<file path="config.mk">
export PLATFORM = sky130hd
export DESIGN_NAME = axil_arbiter_wrr_rd
export DESIGN_NICKNAME = d
export VERILOG_FILES = /design/src/rtl/axil_arbiter_wrr_rd.sv
export SDC_FILE = /design/constraint.sdc
export NUM_CORES = 1
export LEC_CHECK = 0
export ABC_CLOCK_PERIOD_IN_PS = 3100
export BUFFER_PORTS_ARGS = -buffer_cell sky130_fd_sc_hd__buf_2
export CAP_MARGIN = 40
export CORE_AREA = 8 8 60 62
export CTS_BUF_LIST = sky130_fd_sc_hd__clkbuf_8 sky130_fd_sc_hd__clkbuf_16
export DETAILED_ROUTE_END_ITERATION = 6
export DIE_AREA = 0 0 68 70
export MAX_ROUTING_LAYER = met4
export PLACE_DENSITY = 0.73
export SLEW_MARGIN = 10
export SYNTH_ARGS = -nofsm -noshare
export SYNTH_HDL_FRONTEND = slang
export SYNTH_SLANG_ARGS = --single-unit
</file>
<file path="constraint.sdc">
create_clock -name aclk -period 3.1 [get_ports aclk]
set_input_delay 0.62 -clock aclk [delete_from_list [all_inputs] [get_ports aclk]]
set_output_delay 0.62 -clock aclk [all_outputs]
set_load 0.03 [all_outputs]
</file>
<file path="src/rtl/axil_arbiter_wrr_rd.sv">
// Weighted round-robin arbiter for the AXI-Lite read channel (AR/R) of a shared slave port.
// Define AXIL_ARB_TIMEOUT_EN to add an R-phase watchdog that forces a grant release.
module axil_arbiter_wrr_rd #(
   parameter int NUM_MASTER = 4,
   parameter int WEIGHT_W   = 4,
   parameter int TIMEOUT_W  = 8
) (
   input  logic                             aclk,
   input  logic                             aresetn,
   input  logic [NUM_MASTER-1:0]            request_rd,
   input  logic [NUM_MASTER*WEIGHT_W-1:0]   cfg_weight,
   input  logic                             s_axil_arvalid,
   input  logic                             s_axil_arready,
   input  logic                             s_axil_rvalid,
   input  logic [NUM_MASTER-1:0]            m_axil_rready,
   output logic [NUM_MASTER-1:0]            grant_rd,
   output logic [$clog2(NUM_MASTER)-1:0]    grant_idx,
   output logic                             busy,
   output logic                             timeout_err
);

   localparam int IDX_W = $clog2(NUM_MASTER);

   if (NUM_MASTER < 2) begin : g_bad_num_master
      $error("NUM_MASTER must be at least 2");
   end
   if (TIMEOUT_W < 1) begin : g_bad_timeout_w
      $error("TIMEOUT_W must be at least 1");
   end

   typedef enum logic [1:0] {
      IDLE = 2'd0,
      ADDR = 2'd1,
      DATA = 2'd2
   } state_t;

   state_t                 state_q,       state_d;
   logic [IDX_W-1:0]       last_idx_q,    last_idx_d;
   logic [WEIGHT_W-1:0]    credit_q,      credit_d;
   logic [NUM_MASTER-1:0]  grant_rd_q,    grant_rd_d;
   logic [IDX_W-1:0]       grant_idx_q,   grant_idx_d;
   logic                   busy_q,        busy_d;

   logic [IDX_W-1:0]       cand_s;
   logic                   hit_s;
   logic                   sel_found_s;
   logic [IDX_W-1:0]       sel_idx_s;
   logic [WEIGHT_W-1:0]    sel_weight_s;
   logic                   ar_hs_s;
   logic                   r_hs_s;

`ifdef AXIL_ARB_TIMEOUT_EN
   // Release fires on the DATA cycle whose increment would bring the count to all-ones.
   localparam logic [TIMEOUT_W-1:0] TMO_LAST = TIMEOUT_W'((2 ** TIMEOUT_W) - 2);

   logic [TIMEOUT_W-1:0]   tmo_cnt_q,     tmo_cnt_d;
   logic                   timeout_err_q, timeout_err_d;
`endif

   assign ar_hs_s = s_axil_arvalid && s_axil_arready;
   assign r_hs_s  = s_axil_rvalid && m_axil_rready[grant_idx_q];

   // Rotating search for the first requester after last_idx, plus its weight.
   always_comb begin
      cand_s       = '0;
      hit_s        = 1'b0;
      sel_found_s  = 1'b0;
      sel_idx_s    = '0;
      sel_weight_s = '0;
      for (int k = 0; k < NUM_MASTER; k++) begin
         cand_s      = IDX_W'((int'(last_idx_q) + k + 1) % NUM_MASTER);
         hit_s       = !sel_found_s && request_rd[cand_s];
         sel_idx_s   = hit_s ? cand_s : sel_idx_s;
         sel_found_s = sel_found_s | hit_s;
      end
      for (int m = 0; m < NUM_MASTER; m++) begin
         sel_weight_s = (sel_idx_s == IDX_W'(m)) ? cfg_weight[m*WEIGHT_W +: WEIGHT_W] : sel_weight_s;
      end
   end

   // Next-state and registered-output logic of the grant FSM.
   always_comb begin
      state_d       = state_q;
      last_idx_d    = last_idx_q;
      credit_d      = credit_q;
      grant_rd_d    = grant_rd_q;
      grant_idx_d   = grant_idx_q;
`ifdef AXIL_ARB_TIMEOUT_EN
      tmo_cnt_d     = tmo_cnt_q;
      timeout_err_d = 1'b0;
`endif
      case (state_q)
         IDLE: begin
            if (sel_found_s) begin
               state_d     = ADDR;
               last_idx_d  = sel_idx_s;
               grant_idx_d = sel_idx_s;
               grant_rd_d  = {{(NUM_MASTER-1){1'b0}}, 1'b1} << sel_idx_s;
               credit_d    = (sel_weight_s == {WEIGHT_W{1'b0}}) ? {WEIGHT_W{1'b0}}
                                                                 : sel_weight_s - WEIGHT_W'(1);
            end else begin
               grant_rd_d  = '0;
               grant_idx_d = '0;
            end
         end
         ADDR: begin
            if (ar_hs_s) begin
               state_d   = DATA;
`ifdef AXIL_ARB_TIMEOUT_EN
               tmo_cnt_d = '0;
`endif
            end else begin
               state_d   = ADDR;
            end
         end
         DATA: begin
            // A completing R handshake always beats a watchdog expiry in the same cycle.
            if (r_hs_s) begin
               if ((credit_q != {WEIGHT_W{1'b0}}) && request_rd[grant_idx_q]) begin
                  credit_d = credit_q - WEIGHT_W'(1);
                  state_d  = ADDR;
               end else begin
                  grant_rd_d  = '0;
                  grant_idx_d = '0;
                  state_d     = IDLE;
               end
            end else begin
`ifdef AXIL_ARB_TIMEOUT_EN
               if (tmo_cnt_q == TMO_LAST) begin
                  grant_rd_d    = '0;
                  grant_idx_d   = '0;
                  credit_d      = '0;
                  tmo_cnt_d     = tmo_cnt_q + TIMEOUT_W'(1);
                  timeout_err_d = 1'b1;
                  state_d       = IDLE;
               end else begin
                  tmo_cnt_d     = tmo_cnt_q + TIMEOUT_W'(1);
               end
`else
               state_d = DATA;
`endif
            end
         end
         default: begin
            grant_rd_d  = '0;
            grant_idx_d = '0;
            credit_d    = '0;
            state_d     = IDLE;
         end
      endcase
      busy_d = (state_d != IDLE);
   end

   // State and output registers with synchronous active-low reset.
   always_ff @(posedge aclk) begin
      if (!aresetn) begin
         state_q       <= IDLE;
         last_idx_q    <= IDX_W'(NUM_MASTER - 1);
         credit_q      <= '0;
         grant_rd_q    <= '0;
         grant_idx_q   <= '0;
         busy_q        <= 1'b0;
`ifdef AXIL_ARB_TIMEOUT_EN
         tmo_cnt_q     <= '0;
         timeout_err_q <= 1'b0;
`endif
      end else begin
         state_q       <= state_d;
         last_idx_q    <= last_idx_d;
         credit_q      <= credit_d;
         grant_rd_q    <= grant_rd_d;
         grant_idx_q   <= grant_idx_d;
         busy_q        <= busy_d;
`ifdef AXIL_ARB_TIMEOUT_EN
         tmo_cnt_q     <= tmo_cnt_d;
         timeout_err_q <= timeout_err_d;
`endif
      end
   end

   assign grant_rd  = grant_rd_q;
   assign grant_idx = grant_idx_q;
   assign busy      = busy_q;
`ifdef AXIL_ARB_TIMEOUT_EN
   assign timeout_err = timeout_err_q;
`else
   assign timeout_err = 1'b0;
`endif

endmodule

</file>
==> impl_metrics.json <==
{
  "ys_top_cells_by_area": "dfxtp_1 26%, mux2i_1 7.7%, nor2_1 6.4%",
  "ys_dominant_reg_cell": "dfxtp_1",
  "ctsHoldBuffers": 0,
  "synth_area_um2": 1165,
  "ys_seq_area_share_pct": 25.78,
  "report.final.slew_viol_count": 0,
  "drc": 0,
  "io_buffers": 35,
  "power.leakage_uw": 0.0006148,
  "fin_area_um2": 1395,
  "antennaDiodeCount": 0,
  "clk_pin_slew_worst_paths_ns": 0.06,
  "place_hpwl_um": 2572,
  "num_vias": 1246,
  "hold_viol_final": 0,
  "numCtsBuffers": 3,
  "syn_to_final_growth_pct": 19.76,
  "postCtsSetupRepairBufs": 0,
  "synth_cells": 146,
  "avgRoutedWirePerCell_um": 14.69,
  "path_max_fanout": 9,
  "syn-mean-instance-area_um2": 7.979,
  "grtUsageTotal_pct": 13.67,
  "start_kind": "primary input",
  "tritoncts": "done",
  "dieHeight_um": 70,
  "synth_edf_count": 0,
  "grt_max_degree": 12,
  "die_width_um": 68,
  "cts.sinks": 15,
  "status": "finished clean",
  "required_ns": 3.27,
  "max_freq_ghz": 0.3883,
  "drt_iter0_markers": 65,
  "initial_core_util_pct": 43.75,
  "ir_drop_uv": 303.5,
  "rsz0062_at_grt": "false",
  "synth_cell_types": 51,
  "final.setup.tns_ns": 0,
  "finalSetupViolCount": 0,
  "drtAntennaViolNets": 0,
  "rows": 19,
  "layout_common_cells": "35 x buf_2, 20 x nor2_1, 15 x dfxtp_1",
  "top_layer_used": "met4",
  "nNetsFinal": 214,
  "drive_above_1_share_pct": 25.27,
  "synth_warnings": 0,
  "grt_overflow": 0,
  "fin_skew_ns": 0.002616,
  "worstSkewPairLatency_ns": 0.24,
  "ys_seq_elements": 15,
  "wl_met3_um": 170,
  "met2_length_um": 1563,
  "final_common_cell": "buf_2",
  "totalWireLength_um": 3128,
  "synth_top_area_share_pct": 25.78,
  "min_period_over_period_pct": 83.08,
  "min_path_type": "reg -> reg",
  "antenna_found_initial": 0,
  "first_pass_iters": 4,
  "async_reset_ff_share_pct": 0,
  "fp.coreArea_um2": 2663,
  "grt_pass1_vias": 1258,
  "ctsHtreeMaxLevel": 1,
  "crit_path_end_kind": "flip-flop",
  "ctsResizeCount": 0,
  "clk_path_buf_depth": 2,
  "grt_pass1_wl_um": 5299,
  "syn_nets": 177,
  "clockRootBuffer": "clkbuf_8",
  "power_density_nw_per_um2": 461.5,
  "met1_length_um": 1355,
  "cap_violations": 0,
  "viasPerCell": 5.850,
  "worstSetupPathType": "in -> reg",
  "fin_crit_ns": 2.575,
  "gp_congestion": 0.8702,
  "yosys.area.top_type": "dfxtp_1",
  "crit_arrival_ns": 2.75,
  "dieArea_um2": 4760,
  "place_area_um2": 1349,
  "io_pins": 37
}
-- logic make-up after synthesis --
| family | share of synthesized area [%] |
|---|---|
| xor gates and xnor gates | 0.7520 |
| adders and majority gates | 2.148 |
| other | 0.3219 |
| muxes | 13.86 |
| and+or+nand+nor | 27.28 |
| AOI/OAI and AO/OA | 24.38 |
| DFF | 25.78 |
| buffers and inverters | 5.477 |
-- where the power goes --
| part | internal [uW] | switching [uW] |
|---|---|---|
| sequential | 214 | 20.8 |
| combinational | 106 | 147 |
| clock | 88.8 | 66.5 |
| total | 410 | 234 |
-- sequential cells by signal, summed over array words and instances, names as in the netlist --
signal / flops
busy: 1
credit_q: 4
grant_idx: 2
last_idx_q: 2
state_q: 2
grant_rd: 4
-- cells in the mapped netlist (all sizes together), types with 3 or more instances --
library cell / n
nor2: 21
dfxtp: 15
nand2: 12
mux2i: 9
o21ai: 9
a21oi: 8
inv: 6
nand3: 6
nor3: 6
and2: 3
buf: 3
nand2b: 3
-- path summary, 6_finish.rpt --
kind / startpoint / end / slack, ns / depth (start not counted)
max: request_rd[3] / credit_q[0] / 0.52 / 11
min: grant_rd[3] / grant_rd[3] / 0.50 / 2
min reg2reg: grant_rd[3] / grant_rd[3] / 0.50 / 2
max reg2reg: last_idx_q[0] / credit_q[0] / 0.64 / 10
-- layout make-up --
| type | count | area [um2] |
|---|---|---|
| well taps | 31 | 38.79 |
| repair buffers | 36 | 182.7 |
| inverters | 7 | 26.28 |
| flip-flops and latches | 15 | 300.3 |
| clock inverters | 1 | 5.005 |
| multi-input cells | 120 | 800.8 |
| clock buffers | 3 | 41.29 |
| fillers | 251 | 1267 |
-- worst max-delay path, cell delays in order --
cell	delay (ns)
buf_2	0.13
and2b_1	0.18
o21ai_0	0.23
nand3_1	0.32
nor2_1	0.23
nor2_1	0.07
ha_1	0.24
o31ai_1	0.09
o221ai_1	0.18
o32a_1	0.33
a21oi_1	0.15
-- metal layers --
| metal | vias to the layer above | global-route usage, % |
|---|---|---|
| met5 | - | - |
| met4 | 0 | 3.417 |
| met3 | 10 | 3.190 |
| met2 | 46 | 21.92 |
| met1 | 576 | 16.61 |
| li1 | 614 | - |
-- per-stage QoR --
step	setup WS [ns]	hold slack (ns)	utilization (%)	std cells	power, uW
after global routing	0.3539	0.5265	52.40	213	689.9
final	0.5247	0.4951	52.40	213	643.8
after CTS	0.5209	0.5081	52.40	213	645.7
after global placement	0.4176	0.4728	50.66	209	480.9
after detailed placement	0.3103	0.4901	50.66	209	488.2
after floorplan	0.6288	0.4440	-	146	426.0
Power figures use the tool's default switching activity.
